[src/rtl/fwl_pkg.sv]
// Shared types and constants for the flowing_water_lights front end.
package fwl_pkg;

  typedef enum logic [1:0] {
    IDLE,
    PRESS_CHK,
    HELD,
    REL_CHK
  } btn_state_t;

  localparam int DEFAULT_DEBOUNCE_CYCLES = 1_000_000;
  localparam int SW_BUS_W                = 3;

endpackage

[src/rtl/bit_synchronizer.sv]
// Single-bit multi-flop synchroniser for asynchronous board inputs.
module bit_synchronizer #(
  parameter int SYNC_STAGES = 2
) (
  input  logic clk,
  input  logic rst,
  input  logic d,
  output logic q
);

  logic [SYNC_STAGES-1:0] chain;

  // NOTE: sequential state uses non-blocking assignments so every flop samples pre-edge values.
  always_ff @(posedge clk) begin
    if (rst) begin
      chain <= '0;
    end else begin
      chain <= {chain[SYNC_STAGES-2:0], d};
    end
  end

  assign q = chain[SYNC_STAGES-1];

endmodule

[src/rtl/input_conditioner.sv]
// Synchronises and debounces the board button and switches feeding flowing_water_lights.
module input_conditioner
  import fwl_pkg::*;
#(
  parameter int DEBOUNCE_CYCLES = DEFAULT_DEBOUNCE_CYCLES,
  parameter int SYNC_STAGES     = 2
) (
  input  logic       clk,
  input  logic       rst,
  input  logic       button_raw,
  input  logic [1:0] freq_raw,
  input  logic       dir_raw,
  output logic       button,
  output logic       button_level,
  output logic [1:0] freq_set,
  output logic       dir_set
);

  localparam int             CNT_W    = $clog2(DEBOUNCE_CYCLES);
  localparam logic [CNT_W-1:0] CNT_LAST = CNT_W'(DEBOUNCE_CYCLES - 1);
  localparam logic [CNT_W-1:0] CNT_ONE  = CNT_W'(1);

  logic                btn_sync;
  logic [SW_BUS_W-1:0] sw_sync;

  bit_synchronizer #(.SYNC_STAGES(SYNC_STAGES)) u_sync_btn (
    .clk(clk), .rst(rst), .d(button_raw), .q(btn_sync)
  );
  bit_synchronizer #(.SYNC_STAGES(SYNC_STAGES)) u_sync_freq1 (
    .clk(clk), .rst(rst), .d(freq_raw[1]), .q(sw_sync[2])
  );
  bit_synchronizer #(.SYNC_STAGES(SYNC_STAGES)) u_sync_freq0 (
    .clk(clk), .rst(rst), .d(freq_raw[0]), .q(sw_sync[1])
  );
  bit_synchronizer #(.SYNC_STAGES(SYNC_STAGES)) u_sync_dir (
    .clk(clk), .rst(rst), .d(dir_raw), .q(sw_sync[0])
  );

  // Button debounce FSM: press and release each need DEBOUNCE_CYCLES matching samples.
  btn_state_t       state, state_next;
  logic [CNT_W-1:0] btn_cnt, btn_cnt_next;
  logic             pulse_next;

  always_comb begin
    // NOTE: every always_comb output gets a default first so no path leaves a latch.
    state_next   = state;
    btn_cnt_next = btn_cnt;
    pulse_next   = 1'b0;
    case (state)
      IDLE: begin
        if (btn_sync) begin
          state_next   = PRESS_CHK;
          btn_cnt_next = CNT_ONE;
        end
      end
      PRESS_CHK: begin
        if (!btn_sync) begin
          state_next   = IDLE;
          btn_cnt_next = '0;
        end else if (btn_cnt == CNT_LAST) begin
          state_next   = HELD;
          btn_cnt_next = '0;
          pulse_next   = 1'b1;
        end else begin
          btn_cnt_next = btn_cnt + CNT_ONE;
        end
      end
      HELD: begin
        if (!btn_sync) begin
          state_next   = REL_CHK;
          btn_cnt_next = CNT_ONE;
        end
      end
      REL_CHK: begin
        if (btn_sync) begin
          state_next   = HELD;
          btn_cnt_next = '0;
        end else if (btn_cnt == CNT_LAST) begin
          state_next   = IDLE;
          btn_cnt_next = '0;
        end else begin
          btn_cnt_next = btn_cnt + CNT_ONE;
        end
      end
      default: begin
        state_next   = IDLE;
        btn_cnt_next = '0;
      end
    endcase
  end

  always_ff @(posedge clk) begin
    if (rst) begin
      state   <= IDLE;
      btn_cnt <= '0;
      button  <= 1'b0;
    end else begin
      state   <= state_next;
      btn_cnt <= btn_cnt_next;
      button  <= pulse_next;
    end
  end

  // Release bounce keeps the level up until the release is accepted.
  assign button_level = (state == HELD) || (state == REL_CHK);

  // Switch debouncer: the whole bus must hold one value before the outputs follow it.
  logic [SW_BUS_W-1:0] sw_cand, sw_out;
  logic [CNT_W-1:0]    sw_cnt;

  always_ff @(posedge clk) begin
    if (rst) begin
      sw_cand <= '0;
      sw_cnt  <= '0;
      sw_out  <= '0;
    end else if (sw_sync != sw_cand) begin
      sw_cand <= sw_sync;
      sw_cnt  <= '0;
    end else if (sw_cand != sw_out) begin
      if (sw_cnt == CNT_LAST) begin
        sw_out <= sw_cand;
        sw_cnt <= '0;
      end else begin
        sw_cnt <= sw_cnt + CNT_ONE;
      end
    end else begin
      sw_cnt <= '0;
    end
  end

  assign {freq_set, dir_set} = sw_out;

endmodule
[config.mk]
export PLATFORM = sky130hd
export DESIGN_NAME = input_conditioner
export DESIGN_NICKNAME = d
export VERILOG_FILES = /design/src/rtl/fwl_pkg.sv /design/src/rtl/bit_synchronizer.sv /design/src/rtl/input_conditioner.sv
export SDC_FILE = /design/constraint.sdc
export NUM_CORES = 1
export LEC_CHECK = 0
export CORE_MARGIN = 10
export CORE_UTILIZATION = 30
export DETAILED_ROUTE_END_ITERATION = 16
export GPL_ROUTABILITY_DRIVEN = 0
export SLEW_MARGIN = 20
export SYNTH_ARGS = -nofsm -noshare
export SYNTH_HDL_FRONTEND = slang
export SYNTH_SLANG_ARGS = --single-unit
export TNS_END_PERCENT = 5
[constraint.sdc]
create_clock -name clk -period 3.2 [get_ports clk]
set_input_delay 0.96 -clock clk [delete_from_list [all_inputs] [get_ports clk]]
set_output_delay 0.96 -clock clk [all_outputs]
set_load 0.01 [all_outputs]
# --- Yosys cells after proc, flatten, opt, wreduce, memory -nomap -nowiden ---
# Cells that the tools add are included.
classes:
  muxes: 14
  n_eq_ne: 11
  reduce_logical: 7
  bitwise: 4
  add_sub_neg: 2
op_table:
  columns: ["cell", "count"]
  rows:
  - ["20-bit 2-to-1 mux", 5]
  - ["20-bit case mux with 4 select lines", 1]
  - ["20-bit by 1-bit adder with 20-bit output (second input constant)", 2]
  - ["20-bit equality test (second input constant)", 2]
  - ["2-bit 2-to-1 mux", 6]
  - ["2-bit case mux with 4 select lines", 1]
  - ["3-bit != test", 2]
  - ["2-bit equality test (second input constant)", 2]
  - ["1-bit inverter", 4]
  - ["4-bit AND reduction", 1]
  - ["4-bit OR reduction", 1]
  - ["3-bit by 2-bit != test with 1-bit output (second input constant)", 1]
  - ["3-bit != test (second input constant)", 1]
  - ["3-bit AND reduction", 1]
  - ["3-bit OR reduction", 1]
  - ["2-bit by 1-bit equality test with 1-bit output (second input constant)", 1]
  - ["2-bit zero test", 1]
  - ["2-bit by 1-bit != test with 1-bit output (second input constant)", 1]
  - ["2-bit != test (second input constant)", 1]
  - ["2-bit AND reduction", 1]
  - ["1-bit logical OR", 1]
  - ["1-bit 2-to-1 mux", 1]
word_totals:
  register_bits: 57
  out_inout_bits: 5
  in_bits: 6

# --- Depth between registers and ports, before layout ---
logic_depth:
  depth_word: 4
  mapped_depth: 8

# --- By module ---
# A second synthesis with hierarchy kept.
hier_totals:
  hier_cells: 289
  hier_area_um2: 2558.7
modules_own_cells:
  columns: ["module", "cells_each", "seq_area_each_um2", "area_per_inst_um2", "n_inst"]
  rows:
  - ["input_conditioner", 273, 980.9, 2348.5, 1]
  - ["bit_synchronizer", 4, 40.0, 52.6, 4]

# --- Worst setup path after synthesis ---
# No wires, ideal clock.
synth_timing:
  kind: "input port to flip-flop"
  startpoint: "input rst"
  endpoint: "register btn_cnt[15]"
  stages: 5
  setup_ns: 0.074
  t_required_ns: 3.126
  n_path_buf: 1
  arrival_time_ns: 1.772
  slack_ns: 1.354
  cell_sequence: "nand3b_1 a21oi_2 buf_6 or2b_1 a31oi_1"
synth_lines:
  columns: ["item", "line", "rtl"]
  rows:
  - ["from (decl)", "input_conditioner.sv:9", "input logic rst,"]
  - ["to (signal assigned)", "input_conditioner.sv:99", "btn_cnt <= btn_cnt_next;"]
  - ["to (decl)", "input_conditioner.sv:41", "logic [CNT_W-1:0] btn_cnt, btn_cnt_next;"]

==> results.env <==
OUTCOME='complete, no violations'
SETUP.WORST_PATH.END_CLASS='register'
VIAS_IN_THE_FIRST_GLOBAL_ROUTE=1934
FINALSETUPTNS_NS=0
SYNTH_SEQ_CELLS=57
TIMING_WORST_SETUP_PATH_TYPE='in -> reg'
POST_CTS_RESIZED=0
BUFFER_PORTS.INSERTED=10
YS_TYPES=45
HOLD_PATH.CLASS='reg -> reg'
REPORT.FINAL.SETUP_VIOL=0
DETAILEDROUTE.FIRSTITERATIONVIOLATIONS=118
CTS_SINKS=57
CLKSLEWWORSTSETUPHOLDPATHS_NS=0.06
LAYOUT-DRIVE-GT1-SHARE_PCT=8.82
AVGSYNTHCELLAREA_UM2=9.05
CTS_HOLD_BUF=0
FINALWORSTPATHREQUIREDPERIOD_NS=2.38
P_PER_AREA_mW_PER_MM2=503
POSTSYNTHNETCOUNT=295
POST-SYNTH-TOP-AREA-FRACTION_PCT=44.0
NUMBER_OF_ENABLE_FLIP_FLOP_CELLS_AFTER_SYNTHESIS=0
POST-CTS-SETUP-BUFFER-COUNT=0
FINAL_ANTENNA_NET_COUNT=0
DIE_WIDTH_UM=113
PLACE.DETAILED.HPWL_UM=3290
GRT_SETUP_UNREPAIRED='false'
POST_SYNTH_INST_COUNT=287
INSTANCES_NO_FILL=411
CRITICAL_PATH_ARRIVAL_NS=2.64
DRT_WL_TOTAL_UM=4870
CTSHTREEMAXLEVEL=3
MAX_CAP_VIOLATIONS=0
FMAX_MHz=420
SYNTH_TOP_AREA_CELL='sky130_fd_sc_hd__dfxtp_1'
YOSYSWARNINGCOUNT=0
ROUTED_WIRE_PER_STD_CELL_UM=11.8
CTS_INSERTED_BUFFERS=9
DESIGN.DIE.AREA_MM2=0.0128
MOST-COMMON-LAYOUT-CELLS='57 x sky130_fd_sc_hd__dfxtp_1, 34 x sky130_fd_sc_hd__nor2_1, 26 x sky130_fd_sc_hd__nand3_1'
DIE-HEIGHT_UM=113
INITIAL_UTILIZATION_PCT=31.3
SYNTHARSTFLOPSHARE_PCT=0
FIN_CRIT_SH_PCT=74.3
MAX_SLEW.WORST_PIN.SLEW_NS=1.06
CP-START-KIND='input port'
DRT_PRE_ANTENNA_ITERS=4
GRT_MAX_DEGREE=22
CTS-ROOT-TO-SINK-BUFFERS=2
CLOCK_INSERTION_DELAY_WORST_SKEW_NS=0.33
CTS_ROOT_BUFFER='sky130_fd_sc_hd__clkbuf_8'
HOLD_VIOLATIONS=0
CTS_TREE='done'
ROW_COUNT=33
FIN_NETS=309
ANTENNADIODECOUNT=0
SYNTH.TOP_CELLS.BY_AREA='sky130_fd_sc_hd__dfxtp_1 44%, sky130_fd_sc_hd__xnor2_1 5.1%, sky130_fd_sc_hd__xor2_1 5.1%, sky130_fd_sc_hd__nand3_1 5.0%, sky130_fd_sc_hd__nor2_1 4.9%'
FP.COREAREA_MM2=0.00830
DP_CELLS=395
SLEW-LIMIT-HEADROOM_PCT=29.1
YOSYSSEQAREASHARE_PCT=44.0
SYNTHESIS.AREA_MM2=0.00260
FINAL.SETUP_SKEW_NS=0.00638
LEADING_CELL_TYPE_IN_THE_LAYOUT_FILL_AND_TAPS_EXCLUDED='sky130_fd_sc_hd__dfxtp_1'
FINAL_MAX_SLEW_VIOL_COUNT=0
DRT_VIA_DENSITY=4.98
GRT_OVERFLOW=0
GRT_USE_TOTAL_PCT=8.03
GRT_PASS1_WL_UM=8720
LEAKAGE_POWER_SUMMED_OVER_ALL_CELLS_uW=0.00102
ROUTE.DETAILED.DRC=0
VDD_DROP_MAX_mV=0.260
DR_TOTAL_VIAS=2048
YS_DOMINANT_REG_CELL='sky130_fd_sc_hd__dfxtp_1'
SYN_TO_FINAL_GROWTH_PCT=15.2
CRITPATHMAXFANOUT=16
CP_DATA_REQUIRED_TIME_NS=3.46
IO_PINS=11
GRT_ANTENNA_BEFORE_REPAIR=0
==> cell families (layout without fill, tap and decap cells) <==
logic type	count (synthesis)	after routing	share of synthesized area, %
XOR/XNOR	30	30	10.1
multiplexers	3	3	1.16
flip-flops	57	57	44.0
AO/OA/AOI/OAI	44	44	11.4
buffers and inverters	15	34	3.76
AND/OR/NAND/NOR	136	136	28.6
adder cells (fa/ha/maj)	2	2	0.964
==> critical path, cell delays in order <==
cell,delay [ns]
sky130_fd_sc_hd__clkdlybuf4s50_1,0.43
sky130_fd_sc_hd__nand3b_1,0.20
sky130_fd_sc_hd__a21oi_2,0.51
sky130_fd_sc_hd__buf_4,0.27
sky130_fd_sc_hd__a41oi_1,0.12
sky130_fd_sc_hd__a31oi_1,0.15
==> routing by layer <==
layer / track usage [%] / part of all wire, % / up-vias
met1: 9.89 / 49 / 964
met5: 0 / 0 / -
li1: - / - / 1047
met4: 4.57 / 2.0 / 0
met3: 2.59 / 4.2 / 6
met2: 12.0 / 45 / 31
==> final cells by class <==
cell class	instances	area [µm²]
clock buffers	11	141
clock inverters	5	78.8
fillers	845	5310
inverters	5	18.8
multi-input cells	215	1360
flip-flops and latches	57	1140
well taps	105	131
repair buffers	13	123
==> cells in the mapped netlist, drive strengths merged, types with 2 or more instances <==
library cell,n
clkbuf,5
nor3,6
and3,5
nand3,26
nand2b,2
xor2,15
or3,4
buf,5
a21oi,11
o21ai,7
nand2,20
nor2,34
nor4,6
nor2b,11
a41oi,3
nand4,7
ha,2
and4,2
inv,5
xnor2,15
mux2i,3
a22o,5
or4,2
a31oi,12
dfxtp,57
or2b,3
==> power by group <==
group / leakage (µW) / internal, µW / switching (µW)
registers: 0.000461 / 717 / 4.97
clock network: 0.000113 / 458 / 287
logic: 0.000443 / 17.8 / 20.4
total: 0.00102 / 1190 / 313
==> sequential cells by signal, indices dropped and copies added, names as in the netlist, named ones only <==
register	flops
u_sync_btn.chain	2
btn_cnt	20
u_sync_freq0.chain	2
sw_cand	3
u_sync_dir.chain	2
sw_cnt	20
state	1
button	1
u_sync_freq1.chain	2
sw_out	3
==> through the flow <==
step	instance area (µm²)	util, %	setup WS (ns)	power [µW]	hold slack (ns)
2_1_floorplan	2600	-	1.35	764	0.414
3_3_place_gp	2770	33.4	0.537	775	0.415
3_5_place_dp	2770	33.4	0.505	776	0.429
5_1_grt	2990	36.0	0.662	1560	0.462
6_report	2990	36.0	0.821	1510	0.439
4_1_cts	2990	36.0	0.852	1530	0.445
==> worst paths after layout <==
path                            depth (start not counted)  slack (ns)                  end           startpoint
worst max-delay path                                    6        0.82          btn_cnt[16]                  rst
worst min-delay path                                    1        0.44  u_sync_btn.chain[1]  u_sync_btn.chain[0]
worst max register to register                          6        1.08          btn_cnt[16]             register
worst min register to register                          1        0.44  u_sync_btn.chain[1]  u_sync_btn.chain[0]
No activity file was read; power rests on OpenSTA's default activity.
